`config.mk`:
```
export PLATFORM = sky130hd
export DESIGN_NAME = mips_multicycle_ctrl
export DESIGN_NICKNAME = d
export VERILOG_FILES = /design/src/rtl/mips_ctrl_pkg.sv /design/src/rtl/mips_opcode_decode.sv /design/src/rtl/mips_multicycle_ctrl.sv
export SDC_FILE = /design/constraint.sdc
export NUM_CORES = 1
export LEC_CHECK = 0
export CAP_MARGIN = 20
export CORE_AREA = 2 2 43 45
export CTS_CLUSTER_DIAMETER = 40
export DETAILED_ROUTE_END_ITERATION = 8
export DIE_AREA = 0 0 45 47
export GPL_TIMING_DRIVEN = 0
export PLACE_DENSITY_LB_ADDON = 0.12
export SLEW_MARGIN = 20
export SYNTH_ARGS = -nofsm -noshare
export SYNTH_HDL_FRONTEND = slang
export SYNTH_SLANG_ARGS = --single-unit
```
`constraint.sdc`:
```
create_clock -name clk -period 3.1 [get_ports clk]
set_input_delay 0.465 -clock clk [delete_from_list [all_inputs] [get_ports clk]]
set_output_delay 0.465 -clock clk [all_outputs]
set_load 0.005 [all_outputs]
```
`src/rtl/mips_ctrl_pkg.sv`:
```
// Shared encodings for the MIPS multicycle controller: FSM states, opcodes,
// datapath select codes and the instruction classes produced by the opcode decoder.
package mips_ctrl_pkg;

    typedef enum logic [3:0] {
        S_IDLE   = 4'd0,
        S_FETCH  = 4'd1,
        S_DECODE = 4'd2,
        S_MEMADR = 4'd3,
        S_MEMRD  = 4'd4,
        S_MEMWB  = 4'd5,
        S_MEMWR  = 4'd6,
        S_EXEC   = 4'd7,
        S_RWB    = 4'd8,
        S_BRANCH = 4'd9,
        S_IEXEC  = 4'd10,
        S_IWB    = 4'd11,
        S_JUMP   = 4'd12,
        S_TRAP   = 4'd13
    } state_t;

    localparam logic [5:0] OP_RTYPE = 6'b000000;
    localparam logic [5:0] OP_LW    = 6'b100011;
    localparam logic [5:0] OP_SW    = 6'b101011;
    localparam logic [5:0] OP_BEQ   = 6'b000100;
    localparam logic [5:0] OP_BNE   = 6'b000101;
    localparam logic [5:0] OP_ADDI  = 6'b001000;
    localparam logic [5:0] OP_SLTI  = 6'b001010;
    localparam logic [5:0] OP_ANDI  = 6'b001100;
    localparam logic [5:0] OP_ORI   = 6'b001101;
    localparam logic [5:0] OP_J     = 6'b000010;

    localparam logic [1:0] ALU_ADD   = 2'b00;
    localparam logic [1:0] ALU_SUB   = 2'b01;
    localparam logic [1:0] ALU_FUNCT = 2'b10;
    localparam logic [1:0] ALU_OPC   = 2'b11;

    localparam logic [1:0] SRCB_B       = 2'b00;
    localparam logic [1:0] SRCB_FOUR    = 2'b01;
    localparam logic [1:0] SRCB_IMM     = 2'b10;
    localparam logic [1:0] SRCB_IMM_SH2 = 2'b11;

    localparam logic [1:0] PCSRC_ALU    = 2'b00;
    localparam logic [1:0] PCSRC_ALUOUT = 2'b01;
    localparam logic [1:0] PCSRC_JUMP   = 2'b10;

    typedef enum logic [2:0] {
        IC_RTYPE,
        IC_LOAD,
        IC_STORE,
        IC_BRANCH,
        IC_IMM,
        IC_JUMP,
        IC_ILLEGAL
    } instr_class_t;

endpackage

```
`src/rtl/mips_opcode_decode.sv`:
```
// Combinational opcode classifier feeding the multicycle control FSM.
// is_logical_imm flags andi/ori, whose immediates may be zero-extended.
module mips_opcode_decode
    import mips_ctrl_pkg::*;
(
    input  logic [5:0]   opcode,
    output instr_class_t iclass,
    output logic         is_logical_imm
);

    always_comb begin
        case (opcode)
            OP_RTYPE:                         iclass = IC_RTYPE;
            OP_LW:                            iclass = IC_LOAD;
            OP_SW:                            iclass = IC_STORE;
            OP_BEQ, OP_BNE:                   iclass = IC_BRANCH;
            OP_ADDI, OP_SLTI, OP_ANDI, OP_ORI: iclass = IC_IMM;
            OP_J:                             iclass = IC_JUMP;
            default:                          iclass = IC_ILLEGAL;
        endcase
    end

    assign is_logical_imm = (opcode == OP_ANDI) || (opcode == OP_ORI);

endmodule

```
`src/rtl/mips_multicycle_ctrl.sv`:
```
// Multicycle MIPS control FSM: Moore decode of state, except FETCH write enables gated by mem_ready.
// Define IMM_ZERO_EXT_EN to zero-extend andi/ori immediates via ext_sel in IEXEC.
module mips_multicycle_ctrl
    import mips_ctrl_pkg::*;
(
    input  logic       clk,
    input  logic       reset_n,
    input  logic [5:0] opcode,
    input  logic       mem_ready,
    output logic       mem_read,
    output logic       mem_write,
    output logic       i_or_d,
    output logic       ir_write,
    output logic       pc_write,
    output logic       pc_write_cond,
    output logic       reg_write,
    output logic       branch_ne,
    output logic       reg_dst,
    output logic       mem_to_reg,
    output logic       alu_src_a,
    output logic [1:0] alu_src_b,
    output logic [1:0] alu_op,
    output logic [1:0] pc_source,
    output logic       ext_sel,
    output logic       err,
    output logic [3:0] state
);

    state_t       cur_state, next_state;
    instr_class_t iclass;
    logic         is_logical_imm;
    logic         err_q;

    mips_opcode_decode u_decode (
        .opcode         (opcode),
        .iclass         (iclass),
        .is_logical_imm (is_logical_imm)
    );

`ifndef IMM_ZERO_EXT_EN
    logic unused_is_logical_imm;
    assign unused_is_logical_imm = is_logical_imm;
`endif

    // NOTE: sequential state uses non-blocking assignments so every flop samples pre-edge values.
    always_ff @(posedge clk or negedge reset_n) begin
        if (!reset_n) begin
            cur_state <= S_IDLE;
            err_q     <= 1'b0;
        end else begin
            cur_state <= next_state;
            if (next_state == S_TRAP)
                err_q <= 1'b1;
        end
    end

    // NOTE: next_state defaults to cur_state first so no path through the case infers a latch.
    always_comb begin
        next_state = cur_state;
        case (cur_state)
            S_IDLE:   next_state = S_FETCH;
            S_FETCH:  if (mem_ready) next_state = S_DECODE;
            S_DECODE: begin
                case (iclass)
                    IC_RTYPE:           next_state = S_EXEC;
                    IC_LOAD, IC_STORE:  next_state = S_MEMADR;
                    IC_BRANCH:          next_state = S_BRANCH;
                    IC_IMM:             next_state = S_IEXEC;
                    IC_JUMP:            next_state = S_JUMP;
                    default:            next_state = S_TRAP;
                endcase
            end
            S_MEMADR: next_state = (iclass == IC_STORE) ? S_MEMWR : S_MEMRD;
            S_MEMRD:  if (mem_ready) next_state = S_MEMWB;
            S_MEMWR:  if (mem_ready) next_state = S_FETCH;
            S_EXEC:   next_state = S_RWB;
            S_IEXEC:  next_state = S_IWB;
            S_MEMWB, S_RWB, S_BRANCH, S_IWB, S_JUMP: next_state = S_FETCH;
            S_TRAP:   next_state = S_TRAP;
            default:  next_state = S_IDLE;
        endcase
    end

    always_comb begin
        mem_read      = 1'b0;
        mem_write     = 1'b0;
        i_or_d        = 1'b0;
        ir_write      = 1'b0;
        pc_write      = 1'b0;
        pc_write_cond = 1'b0;
        reg_write     = 1'b0;
        branch_ne     = 1'b0;
        reg_dst       = 1'b0;
        mem_to_reg    = 1'b0;
        alu_src_a     = 1'b0;
        alu_src_b     = SRCB_B;
        alu_op        = ALU_ADD;
        pc_source     = PCSRC_ALU;
        ext_sel       = 1'b0;
        case (cur_state)
            S_FETCH: begin
                mem_read  = 1'b1;
                alu_src_b = SRCB_FOUR;
                ir_write  = mem_ready;
                pc_write  = mem_ready;
            end
            S_DECODE: alu_src_b = SRCB_IMM_SH2;
            S_MEMADR: begin
                alu_src_a = 1'b1;
                alu_src_b = SRCB_IMM;
            end
            S_MEMRD: begin
                mem_read = 1'b1;
                i_or_d   = 1'b1;
            end
            S_MEMWB: begin
                reg_write  = 1'b1;
                mem_to_reg = 1'b1;
            end
            S_MEMWR: begin
                mem_write = 1'b1;
                i_or_d    = 1'b1;
            end
            S_EXEC: begin
                alu_src_a = 1'b1;
                alu_op    = ALU_FUNCT;
            end
            S_RWB: begin
                reg_write = 1'b1;
                reg_dst   = 1'b1;
            end
            S_BRANCH: begin
                alu_src_a     = 1'b1;
                alu_op        = ALU_SUB;
                pc_write_cond = 1'b1;
                pc_source     = PCSRC_ALUOUT;
                branch_ne     = opcode[0];
            end
            S_IEXEC: begin
                alu_src_a = 1'b1;
                alu_src_b = SRCB_IMM;
                alu_op    = ALU_OPC;
`ifdef IMM_ZERO_EXT_EN
                ext_sel   = is_logical_imm;
`endif
            end
            S_IWB:  reg_write = 1'b1;
            S_JUMP: begin
                pc_write  = 1'b1;
                pc_source = PCSRC_JUMP;
            end
            default: ;
        endcase
    end

    assign err   = err_q;
    assign state = cur_state;

endmodule

```
Word-level counts from Yosys, hierarchy flattened

Cells that the tools add are included.
Widths: inputs -> output; s select.

Eq/ne operators: 28
Muxes and demuxes: 21
Reduce and logical (&&, ||, !) cells: 12

Operators by type and width:

| cell               | number |
|---|---|
| $pmux 4 s9         | 1 |
| $eq 4x4->1 const B | 7 |
| $eq 6x4->1 const B | 4 |
| $pmux 4 s5         | 1 |
| $pmux 3 s6         | 1 |
| $eq 4x3->1 const B | 4 |
| $eq 6x3->1 const B | 2 |
| $eq 6x6->1 const B | 2 |
| $mux 4             | 3 |
| $pmux 2 s3         | 2 |
| $mux 1             | 10 |
| $reduce_or 2->1    | 5 |
| $eq 4x2->1 const B | 2 |
| $reduce_or 4->1    | 2 |
| $eq 3x2->1 const B | 2 |
| $eq 3x3->1 const B | 2 |
| $eq 6x2->1 const B | 1 |
| $logic_not 6->1    | 1 |
| $reduce_or 6->1    | 1 |
| $eq 4x1->1 const B | 1 |
| $logic_not 4->1    | 1 |
| $pmux 2 s2         | 1 |
| $eq 3x1->1 const B | 1 |
| $logic_not 3->1    | 1 |
| 3 further kinds    | 3 |

Register bits: 5
Input port bits: 9
Output and inout port bits: 23
Logic and storage cells: 63

Longest topological paths before layout

Gate-level depths: netlist of run 1.

Word-level depth: 8
Depth in mapped cells: 6
Depth with buffers taken out: 5

Cells and area by module

A second synthesis of run 1 with hierarchy kept.

Cells, all modules: 78
Area total of the unflattened synthesis: 596.8 um^2

Modules (own cells, without submodules):

| module               | times used | cells an instance | area an instance (um^2) | sequential area each (um^2) |
|---|---|---|---|---|
| mips_multicycle_ctrl | 1          | 63                | 505.5                   | 125.1 |
| mips_opcode_decode   | 1          | 15                | 91.3                    | 0.0 |

Worst setup path after synthesis of run 1

Ideal clock, no wire load.

Path kind: flip-flop to output port
From: register cur_state[2] (netlist: state[2])
To: output port branch_ne
Arrival: 1224 ps
Data required time: 2635 ps
Path slack: 1411 ps
Stages on the path, launching flop included: 5
Buffers on the path: 2
Cells stage by stage: dfrtp_1 > buf_6 > clkbuf_1 > nor3_1 > and2_2

Longest elaborated chain between the ends: 2

Ends and longest elaborated chain:

| what                   | line                        | text |
|---|---|---|
| start, declared        | mips_multicycle_ctrl.sv:29  | `state_t cur_state, next_state;` |
| start signal, assigned | mips_multicycle_ctrl.sv:51  | `cur_state <= next_state;` |
| $eq 4x4->1             | mips_multicycle_ctrl.sv:100 | `case (cur_state)` |
| $mux 1                 | mips_multicycle_ctrl.sv:100 |  |
| end, declared          | mips_multicycle_ctrl.sv:17  | `output logic branch_ne,` |

No other way between the ends.

Worst setup path after layout of run 1

From: input port mem_ready
To: output port pc_write

Longest elaborated chain between the ends: 1

Ends and longest elaborated chain:

| what            | line                        | text |
|---|---|---|
| start, declared | mips_multicycle_ctrl.sv:9   | `input logic mem_ready,` |
| $pmux 1 s2      | mips_multicycle_ctrl.sv:100 |  |
| end, declared   | mips_multicycle_ctrl.sv:14  | `output logic pc_write,` |

No other way between the ends.

==> summary.md, run 1 <==
| Metric | Value |
|---|---|
| Outcome | finished, final reports clean |
| Initial cell density of the core | 38.5% |
| Reg area | 125 um^2 |
| Insertion delay of the later-clocked pin in the worst-skew pair | 240 ps |
| Fin area | ~980 um^2 |
| Hold-fix buffer count after cts | 0 |
| Worst setup EP type | primary output |
| Number of enable-type register cells in the synthesized netlist | 0 |
| Data arrival time at the worst-slack endpoint | roughly 2000 ps |
| Internal | 500 uW |
| List of cells traversed by the critical path | clkdlybuf4s50_1 > nand2_1 > nor4_1 > or2_2 > clkdlybuf4s50_1 |
| Number of max-cap violations | 0 |
| R2R Path End | state[1] |
| Worst Path Max Fanout | 4 |
| Die boundary height | 47 um |
| Number of vias in the routed layout | 727 |
| Std cell rows | 15 |
| Fraction of layout cells with a size suffix above 1 | 15.3% |
| GRT Residual Overflow | 0 |
| Post-Syn Area per Cell | about 7.6 um^2 |
| Vias in the first global route | roughly 580 |
| Number of iterations in the first detailed-routing pass | 4 |
| Peak supply drop | 0.000449 V |
| Global-route wire length before repair | around 2.8 mm |
| Setup Buffers After CTS | 0 |
| Setup crit start kind | input pin |
| Clock transition at the register clock pins on the worst setup and hold paths after CTS | 50 ps |
| Switching pwr | 349 uW |
| Sw Ratio | 41.1% |
| Final estimated routing congestion in global placement | 0.812 |
| Post-synth net total | 93 |
| Clock Tree Root | clkbuf_4 |
| Filler cell count | 160 |
| DRC violation count after routing | 0 |
| Part of the power in the clock network | 8.9% |
| Data required time at the worst endpoint | 2630 ps |
| Top library cells by usage in the layout, fill and taps aside | clkdlybuf4s50_1 (30), nor2_1 (10), nand2_1 (5), a21oi_1 (5), dfrtp_1 (5) |
| Antenna violations before repair | 0 |
| Setup CP Type | input pin to primary output |
| Iteration-0 DRC count of the detailed router | 18 |
| Clock tree from TritonCTS | yes |
| Worst R2R Setup Slack | between 1500 and 2000 ps |
| Netlist area before placement | 636 um^2 |
| Total negative slack | 0 ps |
| Number of levels in the clock H-tree | 1 |
| Delay of the slowest cell on the worst path | 540 ps |
| Cell count after synthesis | 84 |
| Die area | 0.00212 mm^2 |
| Routed wire length | around 1.7 mm |
| Area growth, synth to finish | 54.7% |
| Number of antenna repair diodes | 0 |
| Type of the most critical hold path | input pin to async pin |
| Total of endpoints with negative setup slack in the final report | 0 |
| Worst reg2reg startpoint | state[1] |
| Register area share after synthesis | between 15 and 20% |
| Fin Hold WS | around 440 ps |
| Input/output buffers | 30 |
| Area after DPL | 957 um^2 |
| Slowest cell on crit path | clkdlybuf4s50_1 |
| Area of combinational cells with multiple inputs | roughly 430 um^2 |
| Post-detailed-placement half-perimeter wirelength | 1.35 mm |
| Average wire length per cell after detail routing | 12.7 um |
| Worst clock skew | between 5 and 6 ps |
| Number of CTS-inserted buffers | 3 |
| Max-slew violations | 0 |
| Number of nets with antenna violations after detailed routing | 0 |
| Clock sink total | 5 |
| Power per cell area | around 860 mW/mm^2 |
| Achievable Freq | 0.400 GHz |
| Largest net degree at the start of global routing | 11 |
| CTS Buffer Depth | 2 |
| Power share of the combinational group | 76.8% |
| Synth cell types | 42 |
| Die W | around 45 um |
| Register bit count reported by yosys | 5 |
| Via/cell ratio | ~5.4 |
| P_leak | 0.000391 uW |
| Number of hold violations in the final report | 0 |
| Fraction of synthesis flops using an asynchronous set or reset pin | 100% |
| IO Pins | 32 |
| Most frequent standard cell in the layout excluding fill and tap cells | clkdlybuf4s50_1 |
| RSZ-0062 raised after global routing | no |
| Core area | between 0.0015 and 0.002 mm^2 |
| Worst Reg-to-Reg Cells | 6 |
| Post-layout min period | ~2500 ps |
| Prevailing post-synth register cell | dfrtp_1 |
| CP dominant cell by count | clkdlybuf4s50_1 |
| Tcrit/Tclk final | 80.6% |
| Quantity of gates resized following cts | 0 |
| Synthesis Warnings | 0 |
| Number of nets at the end of the flow | roughly 130 |
| Seq pwr share | 14.3% |
| Overall global routing resource usage | between 10% and 20% |
-- worst max-delay path by stage --
stage                         start        end  slack, ps
after floorplan            state[2]  branch_ne       1410
after global placement    mem_ready   pc_write        590
after detailed placement  mem_ready   pc_write        590
after CTS                 mem_ready   pc_write        570
after global routing      mem_ready   pc_write        450
final                     mem_ready   pc_write        600
-- cells in the mapped netlist (2+ instances only) --
master | number | area [um^2]
nand2b_1 | 4 | 25.0
o31ai_1 | 2 | 15.0
or3_1 | 2 | 12.5
o211ai_1 | 2 | 15.0
dfrtp_1 | 5 | 125
nand3_1 | 2 | 10.0
clkbuf_8 | 2 | 27.5
or2_2 | 2 | 12.5
o22ai_1 | 2 | 12.5
xnor2_1 | 2 | 17.5
a21oi_1 | 5 | 25.0
o21ai_0 | 3 | 15.0
nor2_1 | 10 | 37.5
nor3_1 | 4 | 20.0
inv_1 | 4 | 15.0
buf_4 | 3 | 22.5
nand2_1 | 5 | 18.8
-- power by group through the flow --
stage	Combinational [uW]	Sequential, uW	Clock, uW
floorplan	365	118	0
global placement	648	122	0
detailed placement	653	122	0
CTS	655	121	78.7
global route	722	127	84.4
finish	652	122	75.5
-- metrics by stage --
stage               util (%)  cells  total power (uW)  setup slack, ps
floorplan                  -     84               483             1410
global placement        58.0    131               770              590
detailed placement      58.0    131               775              592
CTS                     59.5    135               855              570
global route            59.5    135               933              451
finish                  59.5    135               849              601
-- cell type report --
class,count,area share [%]
Timing Repair Buffer,30,30.5
Multi-Input combinational cell,68,43.8
Clock buffer,4,2.67
Buffer,7,6.62
Inverter,4,1.53
Sequential cell,5,12.7
Tap cell,17,2.16
-- worst max-delay path: cells and delay by family --
family,cells,cell delay [ps]
AND/OR/NAND/NOR,3,540
buffers and inverters,2,1040
-- kinds of logic after synthesis --
family                 count (synthesis)  synth area share [%]
buffers and inverters                 11                  12.6
other                                  1                 0.590
multiplexers                           1                  1.57
flip-flops                             5                  19.7
AO/OA/AOI/OAI                         23                  26.6
XOR/XNOR                               3                  4.13
AND/OR/NAND/NOR                       40                  34.8
-- flip-flops by register name, summed over array words and instances (netlist names) --
signal  flops
err         1
state       4
-- layer usage --
| metal | GRT usage [%] | part of all wire, % | vias up |
|---|---|---|---|
| li1 | - | - | 368 |
| met1 | 26.0 | 47 | 341 |
| met2 | 26.6 | 50 | 18 |
| met3 | 3.46 | 3.4 | 0 |
| met4 | 3.53 | 0 | 0 |
| met5 | 0 | 0 | - |
No activity file was read; power rests on OpenSTA's default activity.
==> run 2: changes to the inputs <==
--- a/config.mk
+++ b/config.mk
@@ -6,10 +6,10 @@
 export NUM_CORES = 1
 export LEC_CHECK = 0
 export CAP_MARGIN = 20
-export CORE_AREA = 2 2 43 45
+export CORE_AREA = 2 2 44 46
 export CTS_CLUSTER_DIAMETER = 40
 export DETAILED_ROUTE_END_ITERATION = 8
-export DIE_AREA = 0 0 45 47
+export DIE_AREA = 0 0 46 48
 export GPL_TIMING_DRIVEN = 0
 export PLACE_DENSITY_LB_ADDON = 0.12
 export SLEW_MARGIN = 20
==> constraint.sdc (replaced) <==
create_clock -name clk -period 2.4 [get_ports clk]
set_input_delay 0.36 -clock clk [delete_from_list [all_inputs] [get_ports clk]]
set_output_delay 0.36 -clock clk [all_outputs]
set_load 0.005 [all_outputs]
==> run 2 against run 1 <==
  * Critical path depth stayed put
  * Global-route usage is 0.47 points lower
  * Setup slack worse by 520 ps
  * Critical path type unchanged
  * Register-to-register slack worse by 720 ps
  * Critical endpoint unchanged
  * Clock-buffer cell count stayed put
  * Largest power group unchanged
  * Cell count stayed put
==> summary.md, run 2 (synthesized netlist as in run 1, its figures left out) <==
| Metric | Value |
|---|---|
| Outcome | finished, final reports clean |
| Fraction of layout cells with a size suffix above 1 | 16.9% (+1.7 points) |
| Worst setup EP type | primary output |
| Worst R2R Setup Slack | 940 ps (-720 ps) |
| Core area | 0.00169 mm^2 (+2.3%) |
| Number of nets at the end of the flow | 128 (unchanged) |
| Setup crit start kind | input pin |
| Antenna violations before repair | 0 (unchanged) |
| Worst Path Max Fanout | 4 (unchanged) |
| Overall global routing resource usage | 17.1% (-0.47 points) |
| Filler cell count | 174 (+8.8%) |
| Met2 Resource Use GR | 27.5% (+0.93 points) |
| Number of max-cap violations | 0 (unchanged) |
| Die area | 0.00221 mm^2 (+4.4%) |
| IO Pins | 32 (unchanged) |
| Clock Tree Root | clkbuf_4 |
| Cell count after placement | 131 (unchanged) |
| Std cell rows | 15 (unchanged) |
| Number of CTS-inserted buffers | 3 (unchanged) |
| Type of the most critical hold path | input pin to async pin |
| Final estimated routing congestion in global placement | 0.826 (+1.8%) |
| Clock sink total | 5 (unchanged) |
| DRC violation count after routing | 0 (unchanged) |
| Area after DPL | 957 um^2 (unchanged) |
| Area growth, synth to finish | 55.7% |
| Largest register FFs | 4 (unchanged) |
| Setup Buffers After CTS | 0 (unchanged) |
| Data arrival time at the worst-slack endpoint | 1960 ps (-70 ps) |
| Iteration-0 DRC count of the detailed router | 23 (+5) |
| Fin area | 990 um^2 (+0.64%) |
| Data required time at the worst endpoint | 2040 ps (-590 ps) |
| Average wire length per cell after detail routing | 12.7 um (-0.35%) |
| Clock transition at the register clock pins on the worst setup and hold paths after CTS | 40 ps (about the same) |
| Setup CP Type | input pin to primary output |
| RSZ-0062 raised after global routing | yes |
| Final core occ | 58.6% (-0.95 points) |
| Met3 track demand over resource in global routing | 5.66% (+2.2 points) |
| Power per cell area | 1120 mW/mm^2 (+29%) |
| Achievable Freq | between 0.4 and 0.5 GHz |
| Number of hold violations in the final report | 0 (unchanged) |
| Input/output buffers | 30 (unchanged) |
| Die W | 46 um (+2.2%) |
| Hold-fix buffer count after cts | 0 (unchanged) |
| Number of nets with antenna violations after detailed routing | 0 (unchanged) |
| Vias in the first global route | 606 (+5.0%) |
| Routed wire length | 1.71 mm (-0.35%) |
| Total negative slack | 0 ps (unchanged) |
| Die boundary height | 48 um (+2.1%) |
| P_leak | 0.000397 uW (+1.6%) |
| Via/cell ratio | 5.38 (-0.14%) |
| Number of levels in the clock H-tree | 1 (unchanged) |
| Total of endpoints with negative setup slack in the final report | 0 (unchanged) |
| Tcrit/Tclk final | roughly 97% |
| Grt peak-use layer | met2 |
| Largest net degree at the start of global routing | 11 (unchanged) |
| Max-slew violations | 0 (unchanged) |
| Met1 usage in global routing | 21.8% (-4.2 points) |
| Peak supply drop | 0.000706 V (+57%) |
| Top library cells by usage in the layout, fill and taps aside | clkdlybuf4s50_1 (30), nor2_1 (10), nand2_1 (5), a21oi_1 (5), dfrtp_1 (5) |
| Clock tree from TritonCTS | yes |
| Number of antenna repair diodes | 0 (unchanged) |
| Most frequent standard cell in the layout excluding fill and tap cells | clkdlybuf4s50_1 |
| Number of iterations in the first detailed-routing pass | 4 (unchanged) |
| Initial cell density of the core | 37.6% (-0.86 points) |
| Post-layout min period | between 2000 and 2500 ps |
| Non-filler cells, final | 135 (unchanged) |
| GRT Residual Overflow | 0 (unchanged) |
| Global-route wire length before repair | 2.70 mm (-2.7%) |
| Worst clock skew | 4.48 ps (-1.05 ps) |
| CTS Buffer Depth | 2 (unchanged) |
| Number of vias in the routed layout | 726 (-0.14%) |
| Post-detailed-placement half-perimeter wirelength | 1.33 mm (-1.2%) |
| Insertion delay of the later-clocked pin in the worst-skew pair | 250 ps (about the same) |
| Fin Hold WS | 331 ps (-112 ps) |
[run 2: changes by cell type in the layout (fill, tap and decap cells not counted)]
cell      before  now
clkbuf_1       2    1
clkbuf_2       0    1
nor3_1         4    3
nor3_2         0    1
[run 2: routing by layer]
metal,routed length (um),up-vias
met5,0,-
met4,0,0
met3,109,0
met2,823,26
met1,776,331
li1,-,369
[run 2: final cells by class]
class | count | area, um^2 | area share [%]
multi-input cells | 68 | 435 | 44.0
repair buffers | 30 | 300 | 30.3
flip-flops and latches | 5 | 125 | 12.6
plain buffers | 7 | 66.3 | 6.70
clock buffers | 4 | 26.3 | 2.65
well taps | 17 | 21.3 | 2.15
inverters | 4 | 15.0 | 1.52
[run 2: worst paths after layout]
path,startpoint,cells after the start,to
min in group clk,err,1,err
max,mem_ready,5,pc_write
min reg2reg,err,1,err
max in group asynchronous,reset_n,1,err
min,reset_n,1,state[2]
max reg2reg,state[1],6,state[1]
[run 2: repair_timing]
item / CTS / global route
gates resized for setup: 1 / 2
pin swaps: 0 / 1
endpoints found under the setup margin: 1 / 2
[run 2: worst max-delay path, cell delays in order]
cell and delay (ps):
clkdlybuf4s50_1 550, nand2_1 130, nor4_1 270, or2_2 170, clkdlybuf4s50_1 480
[run 2: stage by stage]
stage / total power (uW) / setup WS [ps]
after floorplan: 624 / 816
after global placement: 995 / 108
after detailed placement: 1000 / 91.6
after CTS: 1110 / 64.4
after global routing: 1210 / -11.9
final: 1100 / 78.0
[run 2: where the power goes]
group / switching (uW) / internal [uW] / total (uW)
Combinational: 380 / 471 / 850
Sequential: 39.5 / 115 / 155
Clock: 35.7 / 62.9 / 98.6
